## config.mk

```make
export PLATFORM = sky130hd
export DESIGN_NAME = lag_pl_status_tracker
export DESIGN_NICKNAME = d
export VERILOG_FILES = /design/src/rtl/lag_pl_status_tracker.sv
export SDC_FILE = /design/constraint.sdc
export NUM_CORES = 1
export LEC_CHECK = 0
export CORE_MARGIN = 8
export CORE_UTILIZATION = 35
export DETAILED_ROUTE_END_ITERATION = 12
export PLACE_DENSITY_LB_ADDON = 0.15
export SKIP_LAST_GASP = 1
export SYNTH_ARGS = -nofsm -noshare
export SYNTH_HDL_FRONTEND = slang
export SYNTH_HIERARCHICAL = 1
export SYNTH_SLANG_ARGS = --single-unit
```

## constraint.sdc

```tcl
create_clock -name clk -period 4.7 [get_ports clk]
set_input_delay 0.705 -clock clk [delete_from_list [all_inputs] [get_ports clk]]
set_output_delay 0.705 -clock clk [all_outputs]
set_load 0.05 [all_outputs]
```

## src/rtl/lag_pl_status_tracker.sv

```systemverilog
// Per-port, per-PL allocation state and downstream credit tracker for the LAG router.
// Feeds the pl_status free-vector to the PL allocator and credit availability to the switch stage.

module lag_pl_slot #(
  parameter int buf_len = 4,
  parameter int cw      = $clog2(buf_len + 1)
) (
  input  logic          clk,
  input  logic          rst_n,
  input  logic          alloc,
  input  logic          sent,
  input  logic          tail,
  input  logic          credit,
  output logic          status,
  output logic          avail,
  output logic [cw-1:0] cnt,
  output logic          proto_ev,
  output logic          credit_ev
);
  typedef enum logic [1:0] {IDLE, ACTIVE, DRAIN} state_t;

  localparam logic [cw:0] FULL = (cw+1)'(buf_len);

  state_t      state, state_nxt;
  logic [cw:0] cnt_ext, cnt_nxt;

  // Underflow wraps to all-ones and overflow lands on FULL+1; both exceed FULL.
  always_comb begin
    cnt_ext   = {1'b0, cnt} + {{cw{1'b0}}, credit} - {{cw{1'b0}}, sent};
    cnt_nxt   = cnt_ext;
    credit_ev = 1'b0;
    if (cnt_ext > FULL) begin
      cnt_nxt   = {1'b0, cnt};
      credit_ev = 1'b1;
    end
  end

  always_ff @(posedge clk) begin
    if (!rst_n) cnt <= cw'(buf_len);
    else        cnt <= cnt_nxt[cw-1:0];
  end

  always_ff @(posedge clk) begin
    if (!rst_n) state <= IDLE;
    else        state <= state_nxt;
  end

  always_comb begin
    state_nxt = state;
    case (state)
      IDLE:    if (alloc) state_nxt = ACTIVE;
      ACTIVE:  if (sent && tail) state_nxt = (cnt_nxt == FULL) ? IDLE : DRAIN;
      DRAIN:   if (cnt_nxt == FULL) state_nxt = IDLE;
      default: state_nxt = IDLE;
    endcase
  end

  always_comb begin
    status   = (state == IDLE);
    avail    = (cnt != '0);
    proto_ev = (alloc && state != IDLE) || (sent && state != ACTIVE);
  end
endmodule

module lag_pl_status_tracker #(
  parameter int np      = 5,
  parameter int nv      = 4,
  parameter int buf_len = 4,
  parameter int cw      = $clog2(buf_len + 1)
) (
  input  logic                         clk,
  input  logic                         rst_n,
  input  logic [np-1:0][nv-1:0]        pl_allocated,
  input  logic [np-1:0][nv-1:0]        flit_sent,
  input  logic [np-1:0][nv-1:0]        flit_tail,
  input  logic [np-1:0][nv-1:0]        credit_in,
  output logic [np-1:0][nv-1:0]        pl_status,
  output logic [np-1:0][nv-1:0]        credit_avail,
  output logic [np-1:0][nv-1:0][cw-1:0] credit_count,
  output logic                         err_protocol,
  output logic                         err_credit
);
  logic [np-1:0][nv-1:0] proto_ev, credit_ev;

  for (genvar p = 0; p < np; p++) begin : g_port
    for (genvar v = 0; v < nv; v++) begin : g_pl
      lag_pl_slot #(.buf_len(buf_len), .cw(cw)) u_slot (
        .clk       (clk),
        .rst_n     (rst_n),
        .alloc     (pl_allocated[p][v]),
        .sent      (flit_sent[p][v]),
        .tail      (flit_tail[p][v]),
        .credit    (credit_in[p][v]),
        .status    (pl_status[p][v]),
        .avail     (credit_avail[p][v]),
        .cnt       (credit_count[p][v]),
        .proto_ev  (proto_ev[p][v]),
        .credit_ev (credit_ev[p][v])
      );
    end
  end

  always_ff @(posedge clk) begin
    if (!rst_n) begin
      err_protocol <= 1'b0;
      err_credit   <= 1'b0;
    end else begin
      err_protocol <= err_protocol | (|proto_ev);
      err_credit   <= err_credit   | (|credit_ev);
    end
  end
endmodule
```

==> run_results.csv <==
group,metric,value,unit
route,drt_first_pass_iters,5,
critical_path,cp-end-kind,"flop",
critical_path,cp_num_buf_inv,4,
cts,cts_resized,0,
cts,clk_pin_slew,0.08,ns
cts,root_buffer,"clkbuf_16",
power,powerDensity,732,nW/um^2
timing,finalCriticalPeriod,3.76,ns
cts,cts_setup_buffers,0,
yosys,yosys.area.top_type,"dfxtp_1",
layout,final_nets,1575,
yosys,synth_top_area_share,20.5,%
floorplan,start_util,35.7,%
yosys,synth_cell_type_count,60,
power,total_power,9.13,mW
critical_path,arrival,4.00,ns
yosys,ys_warn_count,6,
flow_run,cap_violations,0,
layout,fin_area,12500,um^2
critical_path,path_delay_family,"simple AND/OR/NAND/NOR gates",
critical_path,critPathLaunchType,"input pin",
cts,htree_levels,3,
power,p_leak,5.01,nW
placement,io_buffer_count,183,
timing,finalMaxSlewViolations,0,
critical_path,crit_top_cell,"inv_1",
placement,placed_area,12200,um^2
status,status,"finished, final reports clean",
layout,diodes,0,
route,vias,9156,
layout,drive_gt1_share,10.1,%
route,avgRoutedWirePerCell,15.0,um
timing,layout_setup_ws,0.937,ns
yosys,synth_enable_flop_cells,0,
yosys,synth_nets,1392,
cts,cts_num_sinks,102,
global_routing,grt_pass1_wl,44100,um
floorplan,core_area,27900,um^2
timing,tightest_slew,0.817,ns
critical_path,critPathKind,"input pin to flop",
yosys,yosysMostFrequentCell,"inv_1",
yosys,netlist_area,9940,um^2
floorplan,num_rows,61,
placement,gp_congestion,0.859,
timing,fin_crit_sh,80.1,%
placement,dpl.hpwl,20900,um
global_routing,grt_max_degree,73,
floorplan,die_h,185,um
yosys,synth_ff_type,"dfxtp_1",
timing,finClkSkew,0.0135,ns
route,drc,0,
yosys,synthTopCellsByArea,"dfxtp_1, ha_1, inv_1",
yosys,yosysSeqAreaShare,20.5,%
timing,fin_tns_setup,0,ns
global_routing,grt_use_total,15.5,%
critical_path,cp_max_fo,8,
critical_path,r2r_slack,1.34,ns
min_path,min_path_type,"flop to flop",
global_routing,gr-total-overflow,0,
timing,timing.final.hold_violations,0,
cts,cts_tree,"yes",
floorplan,die_w,185,um
cts,hold_buffers,0,
timing,relSlewSlack,45.5,%
cts,cts_made_buffers,9,
layout,fin_cells,1775,
route,drt-total-wl,26500,um
yosys,synth_cells,1210,
yosys,postSynth.asyncResetShare,0,%
yosys,postSynthAreaPerCell,8.21,um^2
placement,dp.cells,1760,
critical_path,crit_chain,"clkdlybuf4s50_1 -> ha_1 -> inv_1 -> ha_1 -> inv_1 -> fa_1 -> and2_4 -> o22a_1 -> nor3_2 -> inv_1 -> nor4_1 -> nand4_1 -> o41a_1",
route,viasPerCell,5.16,
timing,fmax,266,MHz
yosys,synth_common_cells,"inv_1, dfxtp_1, nor2_1, nand2_1, ha_1",
critical_path,required,4.93,ns
global_routing,grt_pass1_vias,8918,
critical_path,critPathMaxStageDelay,0.54,ns
timing,rsz0062_at_grt,"false",
route,postRouteAntennaNets,0,
floorplan,die-area,34000,um^2
critical_path,cp_slowest_cell,"clkdlybuf4s50_1",
timing,setup_viol_count_final,0,
layout,area_growth,25.6,%
floorplan,io_pins,184,
power,ir_drop,0.000484,V
yosys,synth_seq_cells,102,
placement,dp_slack,0.494,ns
global_routing,antenna_found_initial,0,
route,drtIter0Drc,434,
cts,cts_buffer_depth,2,
cts,clock_latency,0.35,ns
-- state kept, by name, summed over array words and instances (netlist names) --
signal                    flops
err_credit                    1
err_protocol                  1
g_port.g_pl.u_slot/cnt       60
g_port.g_pl.u_slot/state     40
-- logic make-up after synthesis --
kind of cell	after synthesis	synth area share, %
buf+inv	195	7.91
flops	102	20.5
compound gates	331	26.4
simple gates	441	26.9
fa+ha+maj	100	14.1
mux	39	3.94
xor+xnor	2	0.176
-- final timing paths --
check / from / to / cells past startpoint
hold / removal: g_port[0].g_pl[0].u_slot/state[1] / g_port[0].g_pl[0].u_slot/state[0] / 1
setup / recovery: flit_sent[4] / err_credit / 13
hold reg to reg: g_port[0].g_pl[0].u_slot/state[1] / g_port[0].g_pl[0].u_slot/state[0] / 1
setup reg to reg: g_port[1].g_pl[0].u_slot/cnt[0] / err_credit / 13
-- per-stage QoR --
step                      utilization [%]  hold WS [ns]
final                                44.8         0.508
after global routing                 44.8         0.534
after CTS                            44.8         0.517
after detailed placement             43.7         0.495
after global placement               43.7         0.508
after floorplan                         -         0.449
-- where the power goes --
part | leakage, nW | total, mW | internal, mW | switching [mW]
logic | 4.02 | 6.76 | 2.82 | 3.93
registers | 0.842 | 1.54 | 1.11 | 0.425
clock network | 0.153 | 0.836 | 0.481 | 0.355
total | 5.01 | 9.13 | 4.42 | 4.71
-- cell type report --
class                      count  area (um^2)
clock buffer                  12          246
timing repair buffer         185         1860
inverter                     182          683
multi-input combinational    913         7110
clock inverter                 3         68.8
tap                          378          473
sequential                   102         2040
fill                        2810        15400
-- cell usage in the layout, fill, tap and decap left out, types with 13 or more instances in the layout --
cell	synthesis	layout
a211oi_1	22	22
a21o_1	19	19
a21oi_1	73	73
and2_4	18	18
clkdlybuf4s50_1	0	182
dfxtp_1	102	102
fa_1	20	20
ha_1	80	80
inv_1	182	182
mux2i_1	38	38
nand2_1	89	89
nand2b_1	58	58
nand2b_4	13	13
nand3_1	67	67
nand4b_1	19	19
nor2_1	93	93
o2111a_1	19	19
o21ai_0	54	54
o22ai_1	21	21
o2bb2ai_1	13	13
or2b_1	13	13
-- routing by layer --
| layer | vias to the layer above | global-route usage (%) | wire length (um) |
|---|---|---|---|
| met5 | - | 0 | 0 |
| met4 | 0 | 2.58 | 198 |
| met3 | 13 | 3.72 | 1340 |
| met2 | 164 | 25.9 | 12200 |
| met1 | 4248 | 20.2 | 12800 |
| li1 | 4731 | - | - |
(Power assumes the default switching activity.)
==> RTL edit, RTL diff (same flow settings) <==
The 3 states of `state_t` get a one-hot encoding in 3 bits.
--- a/src/rtl/lag_pl_status_tracker.sv
+++ b/src/rtl/lag_pl_status_tracker.sv
@@ -17,7 +17,7 @@
   output logic          proto_ev,
   output logic          credit_ev
 );
-  typedef enum logic [1:0] {IDLE, ACTIVE, DRAIN} state_t;
+  typedef enum logic [2:0] {IDLE = 3'b001, ACTIVE = 3'b010, DRAIN = 3'b100} state_t;
 
   localparam logic [cw:0] FULL = (cw+1)'(buf_len);
 
Function: same outputs for any inputs over 4 cycles, from zero or initial values and one cycle with rst_n low; so few cycles prove little.
==> RTL edit against the unedited design <==
- total power grew 23%
- cell area grew 11%
- via count rose by 5.8%
- combinational power increased by 19%
- area after synthesis grew 10%
- setup slack better by 0.11 ns
- routed wire length is 8.7% higher
- final cell count is 6.1% higher
- sequential cell count grew 20
==> RTL edit: results (changes against the unedited design) <==
\begin{tabular}{lr}
\hline
Metric & Value \\
\hline
\multicolumn{2}{l}{\textbf{GRT}} \\
Number of global-route vias before repair & 9,502 (+6.5\%) \\
Overall routing resource usage & 15.45\% (-0.019 points) \\
\multicolumn{2}{l}{\textbf{STA}} \\
Remaining max-slew budget at the tightest pin & 42.29\% (-3.2 points) \\
\multicolumn{2}{l}{\textbf{Clocking}} \\
Num Clock Sinks & 122 (+20\%) \\
Number of H-tree levels & 4 (+1) \\
Number of CTS-inserted buffers & 17 (+8) \\
\multicolumn{2}{l}{\textbf{Placed design}} \\
Dpl cell area & 0.01325 mm² (+8.9\%) \\
Post-place setup slack & 0.5373 ns (+0.04347 ns) \\
\multicolumn{2}{l}{\textbf{Power and ir drop}} \\
Static power due to leakage & 5.745 nW (+15\%) \\
\multicolumn{2}{l}{\textbf{Status}} \\
Status & completed \\
\multicolumn{2}{l}{\textbf{Synth}} \\
Top cells by instance count after synthesis & 176 x inv\_1, 122 x dfxtp\_1, 85 x nand2\_1 \\
Cell types with the largest area share after synthesis & dfxtp\_1 22\%, ha\_1 9.1\%, inv\_1 6.0\%, nand3b\_1 5.2\%, mux2i\_1 4.0\% \\
Post-synthesis cell count & 1,284 (+6.1\%) \\
Total nets after synthesis & 1,466 (+5.3\%) \\
\multicolumn{2}{l}{\textbf{Route}} \\
Length of routed met2 wiring & 13.16 mm (+8.2\%) \\
Iteration-0 DRC count of the detailed router & 354 (-18\%) \\
First-pass detailed-route iteration total & 4 (-1) \\
Total number of vias & 9,689 (+5.8\%) \\
Routed via count divided by cell count & 5.146 (-0.25\%) \\
\multicolumn{2}{l}{\textbf{Finish}} \\
Nets & 1,650 (+4.8\%) \\
Proportion of cell area occupied by multi-input gates & 56.04\% (-0.93 points) \\
Fraction of area in clock buffers and inverters & 4.630\% (+2.1 points) \\
Multi-input logic area & 0.007785 mm² (+9.5\%) \\
Area grow syn2layout & 26.69\% \\
\multicolumn{2}{l}{\textbf{Hold path}} \\
Min-Delay Endpoint & g\_port[4].g\_pl[3].u\_slot/cnt[0] \\
Worst hold stages & 2 (+1) \\
Min-delay src & g\_port[4].g\_pl[3].u\_slot/cnt[0] \\
\multicolumn{2}{l}{\textbf{Worst setup path}} \\
Source of the worst register-to-register timing path & g\_port[0].g\_pl[0].u\_slot/cnt[0] \\
Critical-path maximum fanout & 5 (-3) \\
\hline
\end{tabular}
-- RTL edit: changes by cell type after synthesis, moves of 21 or more --
cell      before  now
nand3_1       67   20
nor3_2         7   37
xor2_1         1   38
o21ai_0       54   26
o22ai_1       21    0
xnor2_1        1   38
nor3b_1        1   39
nand3b_1       0   76
-- RTL edit: per-layer routing --
layer / vias up / track usage (%)
li1: 4980 / -
met4: 0 / 3.107
met2: 159 / 25.63
met3: 14 / 4.029
met5: - / 0
met1: 4536 / 20.02
-- RTL edit: kinds of logic (layout without fill, tap and decap cells) --
kind of cell,count (synthesis),in the layout,share of synthesized area (%)
buf+inv,196,393,6.721
fa+ha+maj,100,100,12.78
xor+xnor,76,76,6.071
simple gates,458,458,25.25
mux,46,46,4.245
flops,122,122,22.28
compound gates,286,286,22.65
-- RTL edit: worst max-delay path, stage by stage --
cell             delay (ns)
clkdlybuf4s50_1        0.58
ha_1                   0.26
inv_1                  0.06
ha_1                   0.20
inv_1                  0.07
fa_1                   0.45
xor2_1                 0.24
a21oi_1                0.07
nor3_2                 0.23
inv_1                  0.11
nor4_1                 0.44
nand4_1                0.21
o41a_1                 0.33
-- RTL edit: how the worst max path moves through the flow --
stage                 end                            start  slack [ns]
2_1_floorplan  err_credit  g_port[0].g_pl[0].u_slot/cnt[0]        1.31
3_3_place_gp   err_credit                    flit_sent[11]        0.54
3_5_place_dp   err_credit                    flit_sent[11]        0.54
4_1_cts        err_credit                    flit_sent[11]        0.97
5_1_grt        err_credit                    flit_sent[11]        0.74
6_report       err_credit                    flit_sent[10]        1.04
-- RTL edit: power by group through the flow --
stage	Clock [mW]	Sequential, mW	Combinational, mW
after CTS	1.51	1.69	8.13
after global placement	0	1.71	8.03
final	1.45	1.68	8.07
after global routing	1.55	1.74	8.87
after detailed placement	0	1.70	8.08
after floorplan	0	2.35	5.56
